<file path="src/rtl/fetch.sv">
// Instruction fetch unit: reads two big-endian bytes from synchronous program RAM,
// presents the 16-bit instruction with valid/ready and owns the program counter.
//
// state       | meaning
// ------------+--------------------------------------------------------------
// S_START     | idle; launch fetch of pc when fetch_en=1
// S_REQ_HI    | RAM samples pc; present pc+1
// S_REQ_LO    | high byte returned and latched; RAM samples pc+1
// S_CAP_LO    | low byte returned; assemble instr, pc += 2
// S_HOLD      | instr_valid held until instr_ready
// S_WAIT_NEXT | wait for next pulse (advance / skip / load)
module fetch #(
    parameter int                ADDR_W   = 12,
    parameter logic [ADDR_W-1:0] PC_RESET = 'h200
) (
    input  logic              clk,
    input  logic              rst,
    input  logic              fetch_en,
    output logic [ADDR_W-1:0] mem_addr,
    output logic              mem_rd_en,
    input  logic [7:0]        mem_rd_data,
    output logic [15:0]       instr,
    output logic              instr_valid,
    input  logic              instr_ready,
    input  logic              next,
    input  logic              skip,
    input  logic              pc_load,
    input  logic [ADDR_W-1:0] pc_load_addr,
    output logic [ADDR_W-1:0] pc,
    output logic              busy
);

    typedef enum logic [2:0] {
        S_START,
        S_REQ_HI,
        S_REQ_LO,
        S_CAP_LO,
        S_HOLD,
        S_WAIT_NEXT
    } state_t;

    state_t            r_state;
    state_t            w_state_nxt;
    logic [ADDR_W-1:0] r_pc;
    logic [ADDR_W-1:0] r_mem_addr;
    logic              r_mem_rd_en;
    logic [7:0]        r_hi;
    logic [15:0]       r_instr;
    logic              r_instr_valid;
    logic              r_busy;
    logic [ADDR_W-1:0] w_pc_plus1;
    logic [ADDR_W-1:0] w_pc_plus2;

    assign w_pc_plus1 = r_pc + ADDR_W'(1);
    assign w_pc_plus2 = r_pc + ADDR_W'(2);

    always_ff @(posedge clk or negedge rst) begin
        if (!rst) begin
            r_state <= S_START;
        end else begin
            r_state <= w_state_nxt;
        end
    end

    always_comb begin
        w_state_nxt = r_state;
        case (r_state)
            S_START:     if (fetch_en) w_state_nxt = S_REQ_HI;
            S_REQ_HI:    w_state_nxt = S_REQ_LO;
            S_REQ_LO:    w_state_nxt = S_CAP_LO;
            S_CAP_LO:    w_state_nxt = S_HOLD;
            S_HOLD:      if (instr_ready) w_state_nxt = S_WAIT_NEXT;
            S_WAIT_NEXT: if (next) w_state_nxt = S_START;
            default:     w_state_nxt = S_START;
        endcase
    end

    // Registered outputs; busy follows the next state so it lines up with r_state.
    always_ff @(posedge clk or negedge rst) begin
        if (!rst) begin
            r_pc          <= PC_RESET;
            r_mem_addr    <= '0;
            r_mem_rd_en   <= 1'b0;
            r_hi          <= 8'h00;
            r_instr       <= 16'h0000;
            r_instr_valid <= 1'b0;
            r_busy        <= 1'b0;
        end else begin
            r_busy <= (w_state_nxt != S_START) && (w_state_nxt != S_WAIT_NEXT);
            case (r_state)
                S_START: begin
                    if (fetch_en) begin
                        r_mem_addr  <= r_pc;
                        r_mem_rd_en <= 1'b1;
                    end else begin
                        r_mem_rd_en <= 1'b0;
                    end
                end
                S_REQ_HI: r_mem_addr <= w_pc_plus1;
                S_REQ_LO: begin
                    r_hi        <= mem_rd_data;
                    r_mem_rd_en <= 1'b0;
                end
                S_CAP_LO: begin
                    r_instr       <= {r_hi, mem_rd_data};
                    r_instr_valid <= 1'b1;
                    r_pc          <= w_pc_plus2;
                end
                S_HOLD: if (instr_ready) r_instr_valid <= 1'b0;
                S_WAIT_NEXT: begin
                    if (next) begin
                        if (pc_load)   r_pc <= pc_load_addr;
                        else if (skip) r_pc <= w_pc_plus2;
                    end
                end
                default: r_mem_rd_en <= 1'b0;
            endcase
        end
    end

    assign mem_addr    = r_mem_addr;
    assign mem_rd_en   = r_mem_rd_en;
    assign instr       = r_instr;
    assign instr_valid = r_instr_valid;
    assign pc          = r_pc;
    assign busy        = r_busy;

endmodule

</file>
<file path="config.mk">
export PLATFORM = sky130hd
export DESIGN_NAME = fetch
export DESIGN_NICKNAME = d
export VERILOG_FILES = /design/src/rtl/fetch.sv
export SDC_FILE = /design/constraint.sdc
export NUM_CORES = 1
export LEC_CHECK = 0
export ABC_AREA = 1
export BUFFER_PORTS_ARGS = -buffer_cell sky130_fd_sc_hd__buf_2
export CAP_MARGIN = 20
export CORE_MARGIN = 2
export CORE_UTILIZATION = 50
export DETAILED_ROUTE_END_ITERATION = 12
export PLACE_DENSITY = 0.84
export RECOVER_POWER = 25
export SETUP_SLACK_MARGIN = 0.02
export SKIP_CTS_REPAIR_TIMING = 1
export SLEW_MARGIN = 25
export SYNTH_ARGS = -nofsm -noshare
export SYNTH_HDL_FRONTEND = slang
export SYNTH_SLANG_ARGS = --single-unit
</file>
<file path="constraint.sdc">
create_clock -name clk -period 3.1 [get_ports clk]
set_input_delay 0.155 -clock clk [delete_from_list [all_inputs] [get_ports clk]]
set_output_delay 0.155 -clock clk [all_outputs]
set_load 0.02 [all_outputs]
</file>
Word level (Yosys, flattened, before mapping):

Cells that the tools add are included.

* register bits: 54
* input port bits: 27
* output and inout port bits: 43
* word-level logic and storage cells: 44

* add/subtract/negate cells: 2
* equal/unequal tests: 10
* mux-type cells: 14
* reductions and logical operators: 10

Operators with widths (number)
* $mux W12: 4
* $pmux W12 S2: 2
* $pmux W3 S6: 1
* $add A12 B1 Y12 const B: 1
* $add A12 B2 Y12 const B: 1
* $mux W3: 3
* $eq A3 B2 Y1 const B: 2
* $eq A3 B3 Y1 const B: 2
* $ne A2 B2 Y1 const B: 3
* $ne A3 B3 Y1 const B: 2
* $reduce_bool A2 Y1: 3
* $pmux W1 S2: 2
* $reduce_and A2 Y1: 2
* $reduce_or A4 Y1: 1
* $eq A3 B1 Y1 const B: 1
* $logic_not A3 Y1: 1
* $reduce_and A3 Y1: 1
* $reduce_bool A3 Y1: 1
* $mux W1: 2
* $logic_and A1 B1 Y1: 1

Longest topological paths before layout:

* depth after elaboration: 5
* depth in mapped cells: 10
* depth with buffers taken out: 9

Worst setup path before layout:

OpenSTA, ideal clock, no wires.

* path kind: flip-flop to flip-flop
* start: register r_pc[1] (netlist: pc[1])
* end: register r_pc[11] (netlist: pc[11])
* setup time: 117 ps
* data arrival time: 1366 ps
* required time: 2983 ps
* setup slack: 1617 ps
* cell stages (with the launch flop): 9
* path buffers: 0
* clock period less this slack: 1483 ps
* path through: dfrtp_1 ha_1 nand2_1 nor2_1 nand2_1 nand2_1 nand3_1 nand2_1 nand2_1

* longest elaborated chain between the ends: 5

RTL lines
* start: declaration: line 44 `logic [ADDR_W-1:0] r_pc;`
* start signal: assignment: line 107 `r_pc <= w_pc_plus2;`
* start signal: assignment: line 112 `if (pc_load) r_pc <= pc_load_addr;`
* start signal: assignment: line 113 `else if (skip) r_pc <= w_pc_plus2;`
* $add A12 B2 Y12 (*): line 55 `assign w_pc_plus2 = r_pc + ADDR_W'(2);`
* $mux W12: line 113
* $mux W12: line 112
* $mux W12: line 111 `if (next) begin`
* $pmux W12 S2 (*): line 90 `case (r_state)`

Mark *: on every way between the ends. The rest lies on a longest branch, timed or not. The select of a mux whose other input is x is not followed.
A chain may end at the register's enable or synchronous reset.

Final worst setup path:

* start: register r_state[2]
* end: register r_pc[4] (netlist: pc[4])

* longest elaborated chain between the ends: 3
* elaborated cells between the ends (all ways): 7
* those cells by class: eq/ne: 4; mux: 1; reduce/logical: 2

RTL lines
* start: declaration: line 42 `state_t r_state;`
* start signal: assignment: line 61 `r_state <= w_state_nxt;`
* $eq A3 B3 Y1 / $eq A3 B2 Y1 (equally long branches): line 90
* $ne A3 B3 Y1 (no line), or another cell as far along
* $reduce_and A3 Y1 (no line)

Several ways; a longest one is shown, not always the timed one.

==> results.ini <==
[clock_network]
clock_sinks=54
clockBufferDepth=2
root_buffer=clkbuf_8
cts.reportedPaths.clkPinSlew_ns=0.11
cts_made_buffers=5
htreeDepth=2
tritoncts=yes
clk_latency_ns=0.31

[global_routing]
grt_max_degree=41
antenna_found_initial=0
grt_use_total_pct=20.9
grt_pass1_vias=2276
grt.overflow.total=0
grt_pass1_wl_um=10100

[cells_and_area]
seqCellArea_um2=1350
n_fill_cell=475
final_layout_size_suffix_gt1_share_pct=24.1
antennaDiodeCount=0
multiInputGateArea_um2=1140
final_nets=431
post-route-util_pct=61.2
synthToLayoutAreaGrowth_pct=17.9

[timing]
rsz0062_at_grt=no
fmax_mhz=548
report.final.slew_viol_count=41
tns_ns=0
relSlewSlack_pct=-36.2
timing.final.crit_share_pct=58.9
tightest_slew_ns=2.04
min_period_ns=1.83
hold_violations=0
finalClockSkew_ns=0.00853
setup_violations=0

[drt]
drc=0
first_pass_iters=5
wl_um=5930
dr_total_vias=2415
post_drt_wl_per_cell_um=12.5
drtAntennaViolNets=0
viasPerCell=5.11
dr.first_iter.drc_count=216

[yosys]
seq_area_frac_synth_pct=50.7
ys_types=28
postSynthCellCount=334
postSynthNetCount=363
synth-warning-count=0
synth_seq_cells=54
postSynthAreaPerCell_um2=7.99
syn-cell-area_um2=2670

[critical_path]
crit_path_frequent_cell=nand2_1
slowest_delay_ns=0.44
critPathKind=flop to flop
crit_fanout=27
cp_slowest_cell=dfrtp_1
endpoint_kind=flop
crit_start=r_state[2]
crit_family=simple AND/OR/NAND/NOR gates
path_cells=inv_1 -> nand3_2 -> nand2_1 -> nand2_2 -> nor2_1 -> nand2_1 -> nand2_1
cp-start-kind=flop
cp.required_ns=3.35
crit_buf_inv=1
crit_arrival_ns=2.08
worstReg2RegStart=r_state[2]

[die]
die_h_um=77.0
die-area_um2=5940
io-pin-count=70
num_rows=26
die_width_um=77.0
initial_utilization_pct=51.9
core_area_um2=5140

[power_and_ir_drop]
swShare_pct=46.6
p_leak_nw=1.73
seqPwrFrac_pct=40.3
power_density_nw_per_um2=1010
combinationalPowerShare_pct=46.6
vdd_ir_drop_max_mv=0.471
p_sw_w=0.00148
intPower_w=0.00169
power_frac_clock_pct=13.1

[run_status]
violations=capacitance limit, slew limit
status=finished, violations left

[placement]
gp_congestion=0.909
dp_hpwl_um=4480
port_buffers=69

[run]
max_cap_violations=1

[worst_hold_path]
worstHoldPathType=input port to flop
hold_start=pc_load_addr[0]

[per-layer routing]
layer / routed length [um] / share of wire, % / track usage (%) / vias up
li1: - / - / - / 1204
met1: 2590 / 44 / 27.0 / 1111
met2: 2820 / 48 / 34.5 / 88
met3: 422 / 7.1 / 5.41 / 12
met4: 93 / 1.6 / 6.96 / 0
met5: 0 / 0 / 0 / -
[flip-flops by register name, indices dropped and copies added, names as in the netlist]
signal / count
r_state: 3
pc: 12
instr: 16
instr_valid: 1
r_hi: 8
busy: 1
mem_rd_en: 1
mem_addr: 12
[worst paths after layout]
| check | to | slack [ns] | cells past startpoint |
|---|---|---|---|
| setup / recovery | pc[4] | 1.27 | 7 |
| setup reg to reg | pc[4] | 1.27 | 7 |
| hold reg to reg | mem_addr[10] | 0.49 | 2 |
| min in group asynchronous | r_state[0] | 0.42 | 1 |
| hold / removal | pc[0] | 0.09 | 3 |
| max in group asynchronous | pc[9] | 1.47 | 2 |
[final cells by class]
cell class | count | share of cell area [%]
Tap cell | 70 | 2.78
Multi-Input combinational cell | 240 | 36.2
Sequential cell | 54 | 43.0
Clock buffer | 5 | 2.19
Clock inverter | 3 | 0.915
Inverter | 31 | 3.70
Timing Repair Buffer | 70 | 11.2
[stage by stage]
step           cell area (um2)  hold slack, ns  power (W)  setup WS (ns)  instances
4_1_cts                   3150         -0.0309    0.00319           1.25        473
3_5_place_dp              3050           0.313    0.00277           1.28        465
3_3_place_gp              3050           0.308    0.00271           1.38        465
6_report                  3150          0.0947    0.00317           1.27        473
2_1_floorplan             2670          -0.141    0.00233           1.62        334
5_1_grt                   3150           0.108    0.00343          0.984        473
[cells in the final DEF, fill, tap and decap left out]
cell      Yosys  layout
xnor2_1       1       1
buf_2         2      68
inv_1        28      28
nand4_1       6       6
o21ai_0      24      24
o21a_1        1       1
nand2_2       3       3
clkbuf_8      0       5
a31oi_1       1       1
ha_1          2       2
dfstp_2       1       1
or2_2         1       1
o21bai_1      1       1
inv_2         3       3
nor2_4        2       2
buf_4         4       1
inv_8         0       1
nand3_1      32      32
clkinv_4      0       1
clkbuf_1      2       1
inv_6         0       1
nand2_1     118     118
nor2_1       30      30
dfrtp_1      53      53
o211ai_1      3       3
nand3_2       2       2
a21oi_1       1       1
mux2_2        8       8
nand3b_1      1       1
xor2_1        1       1
o21ai_1       2       2
[cells in the mapped netlist, drive strengths merged]
library cell	n	share of area, %
a21oi	1	0.19
a31oi	1	0.23
buf	7	1.9
clkbuf	2	0.28
dfrtp	53	50
dfstp	1	0.99
ha	2	0.94
inv	31	4.4
mux2	8	3.4
nand2	121	17
nand3	34	6.8
nand3b	1	0.28
nand4	6	1.4
nor2	32	5.1
o211ai	3	0.84
o21a	1	0.28
o21ai	26	4.9
o21bai	1	0.28
or2	1	0.23
xnor2	1	0.33
xor2	1	0.33
[worst min-delay path: stages]
cell     delay [ns]
buf_2          0.08
nor2_1         0.03
a21oi_1        0.10
[power by group through the flow]
stage | clock (W) | combinational, W | sequential, W
6_report | 0.000416 | 0.00148 | 0.00128
3_5_place_dp | 0 | 0.00149 | 0.00128
2_1_floorplan | 0 | 0.000798 | 0.00153
3_3_place_gp | 0 | 0.00144 | 0.00127
5_1_grt | 0.000457 | 0.00165 | 0.00132
4_1_cts | 0.000424 | 0.00149 | 0.00127
[logic make-up (layout without fill, tap and decap cells)]
kind of cell | after synthesis | in the layout | share of synthesized area (%)
AOI/OAI and AO/OA | 33 | 33 | 6.71
xor gates and xnor gates | 2 | 2 | 0.657
adders and majority gates | 2 | 2 | 0.938
buffers and inverters | 40 | 109 | 6.57
DFF | 54 | 54 | 50.7
muxes | 8 | 8 | 3.38
and+or+nand+nor | 195 | 195 | 31.1
No activity file was read; power rests on OpenSTA's default activity.
